==> src/rtl/fir_poly_tx.sv <==
// fir_poly_tx: polyphase interpolating FIR for the 1-bit BPSK transmit path.
// One symbol is accepted per strobe, and one branch (phase) is emitted per
// enabled clock. The output is saturated, and taps that have not yet been
// filled with a symbol are masked so that start-up is well-defined.
// Optional feature macro: FIR_COEF_LOAD_EN (coefficient bank held in
// registers that can be written at run time).
module fir_poly_tx #(
   parameter int LOG2_OS  = 2,
   parameter int NSYM     = 6,
   parameter int NB_COEF  = 8,
   parameter int NBF_COEF = 7,
   parameter int NB_OUT   = 8,
   parameter int NBF_OUT  = 7,
   // Raised-cosine (beta 0.5) table, c[i] at bits [i*NB_COEF +: NB_COEF],
   // i = k*OS + p; the peak (127) sits at i = 12.
   parameter logic [NSYM*(2**LOG2_OS)*NB_COEF-1:0] COEF_INIT =
      192'h01_02_03_00_F9_F1_F0_00_21_4C_71_7F_71_4C_21_00_F0_F1_F9_00_03_02_01_00
) (
   input  logic                                   clock,
   input  logic                                   i_reset,
   input  logic                                   i_enable,
   input  logic                                   i_data,
   input  logic                                   i_valid,
`ifdef FIR_COEF_LOAD_EN
   input  logic                                   i_coef_we,
   input  logic [$clog2(NSYM*(2**LOG2_OS))-1:0]   i_coef_addr,
   input  logic signed [NB_COEF-1:0]              i_coef_data,
`endif
   output logic signed [NB_OUT-1:0]               o_data,
   output logic                                   o_valid,
   output logic [LOG2_OS-1:0]                     o_phase
);

   localparam int OS    = 2**LOG2_OS;
   localparam int NCOEF = NSYM*OS;
   localparam int CA_W  = $clog2(NCOEF);
   // One spare bit so negating the most negative coefficient cannot wrap.
   localparam int ACC_W = NB_COEF + $clog2(NSYM) + 1;
   localparam int SHIFT = NBF_COEF - NBF_OUT;

   localparam logic signed [ACC_W-1:0] SAT_HI = ACC_W'((2**(NB_OUT-1)) - 1);
   localparam logic signed [ACC_W-1:0] SAT_LO = ACC_W'(-(2**(NB_OUT-1)));

   logic        [NSYM-1:0]     sym_q;
   logic        [NSYM-1:0]     fill_q;
   logic        [LOG2_OS-1:0]  ph_q;

   logic signed [NB_OUT-1:0]   data_q;
   logic                       valid_q;
   logic        [LOG2_OS-1:0]  phase_q;

   logic signed [NB_COEF-1:0]  coef [NCOEF];

   logic signed [ACC_W-1:0]    acc;
   logic signed [ACC_W-1:0]    term;
   logic signed [ACC_W-1:0]    scaled;
   logic        [CA_W-1:0]     cidx;
   logic signed [NB_OUT-1:0]   data_d;

`ifdef FIR_COEF_LOAD_EN
   // Coefficient bank: reset reloads the initial table; writes ignore enable.
   always_ff @(posedge clock) begin
      if (i_reset) begin
         for (int unsigned i = 0; i < NCOEF; i++) begin
            coef[i] <= COEF_INIT[i*NB_COEF +: NB_COEF];
         end
      end else if (i_coef_we && (32'(i_coef_addr) < NCOEF)) begin
         coef[i_coef_addr] <= i_coef_data;
      end
   end
`else
   // Coefficient bank: fixed constants unpacked from the initial table.
   always_comb begin
      for (int unsigned i = 0; i < NCOEF; i++) begin
         coef[i] = COEF_INIT[i*NB_COEF +: NB_COEF];
      end
   end
`endif

   // Branch sum for the current phase, then scaling and saturation.
   always_comb begin
      acc  = '0;
      term = '0;
      cidx = '0;
      for (int unsigned k = 0; k < NSYM; k++) begin
         cidx = CA_W'(k*OS) + CA_W'(ph_q);
         term = {{(ACC_W-NB_COEF){coef[cidx][NB_COEF-1]}}, coef[cidx]};
         if (fill_q[k]) begin
            acc = sym_q[k] ? (acc - term) : (acc + term);
         end
      end
      scaled = acc >>> SHIFT;
      if (scaled > SAT_HI) begin
         data_d = SAT_HI[NB_OUT-1:0];
      end else if (scaled < SAT_LO) begin
         data_d = SAT_LO[NB_OUT-1:0];
      end else begin
         data_d = scaled[NB_OUT-1:0];
      end
   end

   // Symbol/fill shift, phase counter resync, and registered outputs.
   always_ff @(posedge clock) begin
      if (i_reset) begin
         sym_q   <= '0;
         fill_q  <= '0;
         ph_q    <= '0;
         data_q  <= '0;
         valid_q <= 1'b0;
         phase_q <= '0;
      end else if (i_enable) begin
         if (i_valid) begin
            sym_q  <= {sym_q[NSYM-2:0], i_data};
            fill_q <= {fill_q[NSYM-2:0], 1'b1};
            ph_q   <= '0;
         end else begin
            ph_q   <= ph_q + 1'b1;
         end
         data_q  <= data_d;
         valid_q <= |fill_q;
         phase_q <= ph_q;
      end else begin
         valid_q <= 1'b0;
      end
   end

   assign o_data  = data_q;
   assign o_valid = valid_q;
   assign o_phase = phase_q;

endmodule

==> config.mk <==
export PLATFORM = sky130hd
export DESIGN_NAME = fir_poly_tx
export DESIGN_NICKNAME = d
export VERILOG_FILES = /design/src/rtl/fir_poly_tx.sv
export SDC_FILE = /design/constraint.sdc
export NUM_CORES = 1
export LEC_CHECK = 0
export ABC_CLOCK_PERIOD_IN_PS = 9050
export CAP_MARGIN = 20
export CORE_UTILIZATION = 40
export CTS_BUF_LIST = sky130_fd_sc_hd__clkbuf_16
export DETAILED_ROUTE_END_ITERATION = 12
export GPL_ROUTABILITY_DRIVEN = 0
export HOLD_SLACK_MARGIN = 0.12
export PLACE_DENSITY = 0.67
export RECOVER_POWER = 50
export SLEW_MARGIN = 20
export SYNTH_ARGS = -nofsm -noshare
export SYNTH_HDL_FRONTEND = slang
export SYNTH_SLANG_ARGS = --single-unit
==> constraint.sdc <==
create_clock -name clock -period 9.05 [get_ports clock]
set_input_delay 1.3575 -clock clock [delete_from_list [all_inputs] [get_ports clock]]
set_output_delay 1.3575 -clock clock [all_outputs]
set_load 0.02 [all_outputs]
==> results of run 1 <==
-- final cells by class --
class | count | area, µm²
Fill cell | 1103 | 6110
Tap cell | 143 | 179
Multi-Input combinational cell | 545 | 4180
Sequential cell | 25 | 503
Timing Repair Buffer | 39 | 347
Inverter | 44 | 168
Clock inverter | 1 | 5.00
Clock buffer | 3 | 75.1
-- cells in the mapped netlist (3+ instances only) --
cell / count / area, µm²
a211oi_2: 4 / 50.1
nand2b_1: 13 / 81.3
a211oi_1: 8 / 60.1
o31ai_1: 9 / 67.6
o21a_1: 17 / 128
buf_1: 5 / 18.8
inv_2: 3 / 11.3
o32ai_1: 4 / 35.0
nor4_1: 4 / 25.0
and3_1: 5 / 31.3
nand4_1: 4 / 25.0
o21bai_1: 3 / 22.5
nand3_1: 7 / 35.0
nor2b_1: 13 / 81.3
ha_1: 55 / 688
xnor2_1: 32 / 280
xor2_1: 8 / 70.1
a21o_1: 17 / 128
nand3b_1: 4 / 30.0
a31o_2: 3 / 26.3
mux2_2: 14 / 158
o21ai_0: 35 / 175
a31oi_1: 8 / 50.1
mux2i_1: 22 / 220
clkbuf_1: 23 / 86.3
nor3_1: 20 / 100
a21oi_1: 52 / 260
o2111ai_1: 4 / 35.0
o211ai_1: 4 / 30.0
fa_1: 5 / 100
or2_2: 5 / 31.3
nand2_1: 56 / 210
o221ai_1: 3 / 26.3
inv_1: 39 / 146
a221oi_1: 5 / 43.8
nor2_1: 56 / 210
dfxtp_1: 25 / 500
-- logic make-up after synthesis --
| family | synth area share, % |
|---|---|
| simple gates | 19.9 |
| fa+ha+maj | 16.6 |
| buf+inv | 6.39 |
| compound gates | 29.7 |
| flops | 10.4 |
| xor+xnor | 8.72 |
| mux | 8.12 |
-- power by group --
part	internal [mW]	leakage (nW)	total (mW)	switching (mW)
sequential	0.114	0.204	0.117	0.00348
clock	0.0595	0.0409	0.0978	0.0383
combinational	0.114	1.97	0.250	0.136
total	0.287	2.22	0.465	0.178
-- worst max-delay path: cells and delay by family (launching register included) --
kind                     cells  cell delay [ns]
AO/OA/AOI/OAI               14             2.91
XOR/XNOR                     8             1.61
adder cells (fa/ha/maj)      6             1.68
buffers and inverters        4             0.47
flip-flops                   1             0.35
multiplexers                 2             0.39
AND/OR/NAND/NOR              9             1.14
-- how the worst min path moves through the flow --
stage	depth (start not counted)	to	slack [ns]
CTS	2	sym_q[5]	0.47
global placement	2	sym_q[5]	0.45
finish	2	sym_q[5]	0.47
floorplan	2	sym_q[5]	0.44
detailed placement	2	sym_q[5]	0.46
global route	2	o_data[3]	0.51
-- routing by layer --
metal	up-vias	track usage (%)	wire [µm]
li1	2374	-	-
met2	149	35.2	6220
met4	0	4.23	233
met5	-	0	0
met1	2255	28.5	6180
met3	28	1.36	709
-- registers in the layout (all words and copies together) (netlist names) --
signal,cells
o_phase,2
o_valid,1
o_data,8
sym_q,6
fill_q,6
ph_q,2
-- per-stage QoR --
step | setup WS, ns | util (%) | hold WS [ns]
6_report | 0.358 | 47.2 | 0.468
5_1_grt | -0.0693 | 47.2 | 0.509
4_1_cts | 0.0584 | 45.2 | 0.470
3_5_place_dp | -0.310 | 43.7 | 0.461
3_3_place_gp | -0.101 | 43.7 | 0.453
2_1_floorplan | 0.286 | - | 0.440
-- timing repair --
action                     in CTS  in global routing
buffers inserted                4                 11
pin swaps                       2                 18
gates resized for setup        12                 35
setup endpoints to repair       8                  8
cloned                          0                  0
==> metrics.md, run 1 <==
| Metric | Value |
|---|---|
| Drt wl/cell | `16.7 µm` |
| Die X-Extent | `approximately 110 µm` |
| Synth cell types | `77` |
| Synth warnings | `0` |
| Top FF cell, synth | `dfxtp_1` |
| Initial detailed-routing violation count | `281` |
| Htree depth | `1` |
| Setup_tns | `0 ns` |
| R2R Path Start | `ph_q[0]` |
| DP HPWL | `a little over 10 mm` |
| First-pass GRT wire length | `between 20 and 25 mm` |
| Status | `complete, no violations` |
| Slowest stage delay, CP | `0.50 ns` |
| Longest Clk Path Bufs | `2` |
| WP data required | `between 9 and 10 ns` |
| FF-to-FF path depth | `43` |
| Vias per cell | `6.01` |
| Most common cell on crit path | `nor2_1` |
| CP Class | `reg -> reg` |
| Fin. max-slew vios | `0` |
| Port Buffers | `15` |
| Clk slew on worst S/H paths | `approximately 0.06 ns` |
| Drt first pass iters | `5` |
| Cell Rows | `39` |
| Tightest Pin Transition | `0.854 ns` |
| Synth-to-Final Area Change | `13.8%` |
| Initial antenna violation count | `0` |
| Synth Net Count | `roughly 700` |
| Ant. Diodes | `0` |
| Mapped Cells | `around 650` |
| # nets final | `~720` |
| Commonest cells after routing, fill and taps aside | `56 x nand2_1, 55 x nor2_1, 49 x ha_1` |
| Largest net degree at the start of global routing | `27` |
| Finished Layout Cells | `800` |
| Reg2reg end | `o_data[5]` |
| Layout cell share with drive strength beyond 1 | `15.2%` |
| Full die area | `12400 µm²` |
| Total Routing Usage GR | `20.6%` |
| CP startpoint | `ph_q[0]` |
| Fin area | `5450 µm²` |
| Max Fclk | `approximately 120 MHz` |
| Reg2Reg Setup Slack | `around 0.36 ns` |
| Crit-path max FO | `7` |
| Hold Path Class | `reg -> reg` |
| Worst Path Arrival | `between 8 and 9 ns` |
| Root Buffer | `clkbuf_16` |
| Final setup violation count | `0` |
| Critical path launch point type | `register` |
| PwrDens | `about 85 nW/µm²` |
| Critical Path Slowest Stage Cell | `xor3_2` |
| Fin crit period | `about 8.7 ns` |
| Peak supply drop | `141 µV` |
| Slew margin rel. | `42.8%` |
| Placed cell count | `slightly below 800` |
| Syn_area_per_cell | `about 7.4 µm²` |
| Post-route ant nets | `0` |
| Total gr overflow | `0` |
| Yosys reg bits | `25` |
| Core Region | `~12000 µm²` |
| Max Clock Skew | `around 0.0039 ns` |
| Number of global-route vias before repair | `~4500` |
| CP endpoint | `o_data[5]` |
| CTS buffer count | `3` |
| IO Pins | `16` |
| Critical path capture point type | `register` |
| Area post-placement | `about 5000 µm²` |
| Final hold viol count | `0` |
| Final Cycle Share | `96.0%` |
| Mapped cell area | `~4800 µm²` |
| CTS tree | `done` |
| Sequential fraction of the synthesis area | `10.4%` |
| DRC viols | `0` |
| Final WL | `between 10 and 15 mm` |
| Starting Density | `41.5%` |
| Min-delay src | `sym_q[5]` |
| Post-synthesis async set-or-reset flop share | `0%` |
| CTS Hold Bufs | `0` |
| Max-cap viol count | `0` |
| Post-synth EDFFs | `0` |
| Vias | `roughly 4800` |
| Later-pin clock latency in the skew report | `roughly 0.26 ns` |
| Most common cell after layout, fill and taps aside | `nand2_1` |
| Static leakage | `between 2 and 2.5 nW` |
| Num Clock Sinks | `25` |
| Tot Pwr | `roughly 0.47 mW` |
| Die height | `roughly 110 µm` |
Note: power is estimated with default switching activity, not from simulation.
==> run 2: changes to the inputs <==
--- a/config.mk
+++ b/config.mk
@@ -7,6 +7,7 @@
 export LEC_CHECK = 0
 export ABC_CLOCK_PERIOD_IN_PS = 9050
 export CAP_MARGIN = 20
+export CORE_MARGIN = 1.5
 export CORE_UTILIZATION = 40
 export CTS_BUF_LIST = sky130_fd_sc_hd__clkbuf_16
 export DETAILED_ROUTE_END_ITERATION = 12
@@ -18,3 +19,4 @@
 export SYNTH_ARGS = -nofsm -noshare
 export SYNTH_HDL_FRONTEND = slang
 export SYNTH_SLANG_ARGS = --single-unit
+export TNS_END_PERCENT = 10
==> run 2 against run 1 <==
Net effect: cell count shrank 0.25%; utilization shrank 0.054 points; clock skew grew 0.0027 ns; first-iteration DRC count grew 12%; wire length shrank 0.77%; combinational power shrank 2%; critical path type unchanged; critical endpoint is now o_data[2]; largest power group unchanged; highest routed layer unchanged.
==> metrics.md, run 2 (synthesis gave the netlist of run 1 again) <==
| Metric | Value |
|---|---|
| WL met3 | `~720 µm` |
| Layout cell share with drive strength beyond 1 | `between 10% and 20%` |
| Number of global-route vias before repair | `approximately 4400` |
| CP endpoint | `o_data[2]` |
| Slew margin rel. | `39.1%` |
| Tightest Pin Transition | `0.911 ns` |
| Cell Rows | `39` |
| CP startpoint | `ph_q[1]` |
| Final WL | `13.2 mm` |
| Clk slew on worst S/H paths | `approximately 0.060 ns` |
| Critical path launch point type | `register` |
| Slowest stage delay, CP | `~0.57 ns` |
| Max Fclk | `~110 MHz` |
| Port Buffers | `15` |
| PwrDens | `84.2 nW/µm²` |
| DRC viols | `0` |
| Vias | `4837` |
| Final core utilization | `47.1%` |
| Root Buffer | `clkbuf_16` |
| Vias per cell | `6.06` |
| R2R Path Start | `ph_q[1]` |
| Crit-path max FO | `7` |
| IO Pins | `16` |
| Drt first pass iters | `5` |
| Total gr overflow | `0` |
| Final Cycle Share | `between 90% and 100%` |
| CTS buffer count | `3` |
| Ant. Diodes | `0` |
| Initial detailed-routing violation count | `314` |
| Place WS | `-0.243 ns` |
| Core Region | `roughly 12000 µm²` |
| Worst Path Arrival | `between 8 and 9 ns` |
| Fin crit period | `about 9 ns` |
| Starting Density | `approximately 41%` |
| Fin worst setup slack | `around 0.28 ns` |
| Met2 WL | `between 6 and 7 mm` |
| Drt wl/cell | `16.6 µm` |
| Commonest cells after routing, fill and taps aside | `56 x nor2_1, 56 x nand2_1, 48 x ha_1` |
| CP Class | `reg -> reg` |
| # nets final | `roughly 720` |
| WP data required | `roughly 9 ns` |
| Max-cap viol count | `0` |
| Critical Path Slowest Stage Cell | `xor3_2` |
| Most common cell on crit path | `a21o_1` |
| Status | `complete, no violations` |
| CTS tree | `done` |
| Top Family by Delay on Critical Path | `compound AO/OA/AOI/OAI gates` |
| DP HPWL | `10.0 mm` |
| Reg2reg end | `o_data[2]` |
| Critical path buffers and inverters | `4` |
| Htree depth | `1` |
| Initial antenna violation count | `0` |
| Synth-to-Final Area Change | `13.6%` |
| Longest Clk Path Bufs | `2` |
| Top Layer Used | `met4` |
| Met1 wire length | `around 6.3 mm` |
| First-pass GRT wire length | `roughly 21 mm` |
| Hold Path Class | `reg -> reg` |
| Later-pin clock latency in the skew report | `0.26 ns` |
| Die X-Extent | `about 110 µm` |
| Static leakage | `2.19 nW` |
| Final setup violation count | `0` |
| Largest net degree at the start of global routing | `27` |
| Final hold viol count | `0` |
| Fin. max-slew vios | `0` |
| Peak supply drop | `roughly 140 µV` |
| Post-route ant nets | `0` |
| Die height | `approximately 110 µm` |
| Max Clock Skew | `about 0.0066 ns` |
| Num Clock Sinks | `25` |
| Levels on crit path | `42` |
| FF-to-FF path depth | `42` |
| Critical path capture point type | `register` |
| Full die area | `between 10000 and 15000 µm²` |
| Total Routing Usage GR | `20.0%` |
| Max FFs per register | `8` |
| Reg2Reg Setup Slack | `~0.28 ns` |
==> run 2: worst min path at each step <==
stage / cells past startpoint / from / slack, ns / endpoint
CTS: 2 / sym_q[5] / 0.47 / sym_q[5]
floorplan: 2 / sym_q[5] / 0.44 / sym_q[5]
detailed placement: 2 / sym_q[5] / 0.46 / sym_q[5]
global route: 2 / o_data[5] / 0.49 / o_data[5]
global placement: 2 / sym_q[5] / 0.45 / sym_q[5]
finish: 2 / sym_q[5] / 0.46 / sym_q[5]
==> run 2: cell type report <==
class	instances	area, µm²
Clock buffer	3	75.1
Clock inverter	1	7.51
Fill cell	1117	6120
Inverter	44	165
Multi-Input combinational cell	546	4210
Sequential cell	25	502
Tap cell	143	179
Timing Repair Buffer	36	308
==> run 2: what timing repair did <==
| item | 4_1_cts | 5_1_grt |
|---|---|---|
| gates cloned | 0 | 1 |
| pin swaps | 1 | 20 |
| setup endpoints to repair | 8 | 8 |
| hold buffers | 0 | 0 |
| buffers inserted | 0 | 12 |
| gates resized for setup | 4 | 42 |
| endpoints found under the hold margin | 0 | 0 |
==> run 2: worst register-to-register path, delay by kind of cell, from the launching register on <==
family          cells  cell delay [ns]
compound gates     14             2.79
fa+ha+maj           6             1.84
simple gates       10             1.49
xor+xnor            6             1.42
buf+inv             4             0.37
mux                 2             0.37
flops               1             0.34
==> run 2: where the power goes <==
part / total (mW) / switching (mW) / internal, mW
clock network: 0.0977 / 0.0378 / 0.0599
registers: 0.117 / 0.00340 / 0.114
logic: 0.244 / 0.134 / 0.109
==> run 2: through the flow <==
step,power (mW),hold WS [ns],area [µm²],setup TNS (ns),std cells
final,0.459,0.464,5450,0,798
after global routing,0.489,0.493,5450,-0.0857,798
after CTS,0.442,0.469,5160,0,785
after detailed placement,0.339,0.460,5050,-1.27,781
after global placement,0.333,0.453,5050,-0.252,781
after floorplan,0.294,0.440,4790,0,647
==> run 2: per-layer routing <==
layer  up-vias  track usage (%)
met4         0             3.97
met3        19             1.51
li1       2379                -
met2       173             33.6
met1      2266             28.2
met5         -                0
==> run 3: changes to the inputs <==
==> constraint.sdc (replaced) <==
create_clock -name clock -period 9.05 [get_ports clock]
set_input_delay 1.3575 -clock clock [delete_from_list [all_inputs] [get_ports clock]]
set_output_delay 1.3575 -clock clock [all_outputs]
set_load 0.1 [all_outputs]
==> run 3 against run 2 <==
Net effect: die area did not move; clock power barely moved; cell count did not move; setup slack improved by 0.0095 ns; global-route usage did not move; critical path type unchanged.
==> metrics.md, run 3 (synthesis gave the netlist of run 1 again) <==
| Metric | Value |
|---|---|
| Drt first pass iters | `5` |
| Drt wl/cell | `roughly 17 µm` |
| Layout cell share with drive strength beyond 1 | `between 10% and 20%` |
| Fin. max-slew vios | `0` |
| Post-route ant nets | `0` |
| Hold Path Class | `reg -> reg` |
| Critical path buffers and inverters | `4` |
| Max-cap viol count | `0` |
| Slew margin rel. | `about a third` |
| CP startpoint | `ph_q[1]` |
| Starting Density | `41.5%` |
| # nets final | `approximately 700` |
| DP HPWL | `roughly 10 mm` |
| Synth-to-Final Area Change | `13.6%` |
| Status | `complete, no violations` |
| Initial detailed-routing violation count | `~320` |
| Htree depth | `1` |
| Most common cell on crit path | `a21o_1` |
| Vias | `between 4000 and 5000` |
| CTS tree | `done` |
| CTS buffer count | `3` |
| Root Buffer | `clkbuf_16` |
| Total Routing Usage GR | `~20%` |
| Clk slew on worst S/H paths | `roughly 0.06 ns` |
| Hold slack final | `~0.46 ns` |
| Placed cell count | `between 700 and 800` |
| Commonest cells after routing, fill and taps aside | `56 x nor2_1, 56 x nand2_1, 48 x ha_1` |
| Full die area | `approximately 13000 µm²` |
| Critical Path Slowest Stage Cell | `xor3_2` |
| Number of global-route vias before repair | `between 4000 and 5000` |
| Peak supply drop | `between 100 and 150 µV` |
| First-pass GRT wire length | `~21 mm` |
| Cell Rows | `39` |
| Slowest stage delay, CP | `roughly 0.57 ns` |
| Max Clock Skew | `between 0.006 and 0.007 ns` |
| Max FFs per register | `8` |
| Total gr overflow | `0` |
| Die X-Extent | `roughly 110 µm` |
| Final hold viol count | `0` |
| R2R Path Start | `ph_q[1]` |
| DRC viols | `0` |
| Routing usage on met1 | `~28%` |
| Port Buffers | `15` |
| IO Pins | `16` |
| Tightest Pin Transition | `approximately 0.98 ns` |
| Fin area | `between 5000 and 6000 µm²` |
| Max Fclk | `around 110 MHz` |
| CP Class | `reg -> reg` |
| Vias per cell | `around 6.1` |
| PwrDens | `slightly below 90 nW/µm²` |
| Layer with the highest usage | `met2` |
| Crit-path max FO | `7` |
| Num Clock Sinks | `25` |
| Min-delay src | `sym_q[5]` |
| Final setup violation count | `0` |
| Final Cycle Share | `96.8%` |
| GRT met2 Usage | `about a third` |
| Critical path launch point type | `register` |
| WP data required | `between 9 and 10 ns` |
| Core Region | `~12000 µm²` |
| Fin crit period | `around 8.8 ns` |
| Largest net degree at the start of global routing | `27` |
| Worst Path Arrival | `about 8.9 ns` |
| Die height | `between 100 and 150 µm` |
| Top Family by Delay on Critical Path | `compound AO/OA/AOI/OAI gates` |
| Longest Clk Path Bufs | `2` |
| Area post-placement | `approximately 5000 µm²` |
| Initial antenna violation count | `0` |
| Critical path capture point type | `register` |
| Final WL | `13.2 mm` |
| Finished Layout Cells | `roughly 800` |
| Later-pin clock latency in the skew report | `about 0.26 ns` |
| GR Util met3 | `1.51%` |
| CTS Hold Bufs | `0` |
| Setup_tns | `0 ns` |
| Ant. Diodes | `0` |
| Static leakage | `2.15 nW` |
==> run 3: worst reg2reg max path, delay by kind of cell (launching register included) <==
family                     cells  cell delay [ns]
DFF                            1             0.34
muxes                          2             0.37
xor gates and xnor gates       6             1.42
and+or+nand+nor               10             1.49
buffers and inverters          4             0.37
AOI/OAI and AO/OA             14             2.78
adders and majority gates      6             1.84
==> run 3: what timing repair did <==
item | in CTS | in global routing
pin swaps | 1 | 20
resized for setup | 4 | 42
buffers inserted | 0 | 12
endpoints found under the setup margin | 8 | 8
gates cloned | 0 | 1
==> run 3: metal layers <==
layer | wire length [µm] | vias up
li1 | - | 2378
met1 | 6260 | 2282
met2 | 6110 | 165
met3 | 737 | 15
met4 | 143 | 0
met5 | 0 | -
==> run 3: power breakdown <==
group | total, mW | switching, mW | internal (mW)
Sequential | 0.118 | 0.00355 | 0.114
Clock | 0.0977 | 0.0377 | 0.0599
Combinational | 0.261 | 0.151 | 0.110
Total | 0.476 | 0.192 | 0.284
==> run 3: cell type report <==
type,instances,area [µm²]
Multi-Input combinational cell,546,4210
Tap cell,143,179
Timing Repair Buffer,36,308
Clock inverter,1,7.51
Fill cell,1117,6120
Inverter,44,165
Clock buffer,3,75.1
Sequential cell,25,502
==> run 3: stage by stage <==
step | util (%) | power (mW) | worst slack (ns)
final | 47.1 | 0.476 | 0.294
after global routing | 47.1 | 0.506 | -0.0322
after CTS | 44.6 | 0.458 | 0.0118
after detailed placement | 43.7 | 0.355 | -0.243
after global placement | 43.7 | 0.349 | -0.118
after floorplan | - | 0.310 | 0.286
==> run 3: worst paths after layout <==
path	to	slack, ns	cells after the start
min reg2reg	sym_q[5]	0.46	2
min	sym_q[5]	0.46	2
max reg2reg	o_data[2]	0.29	42
max	o_data[2]	0.29	42
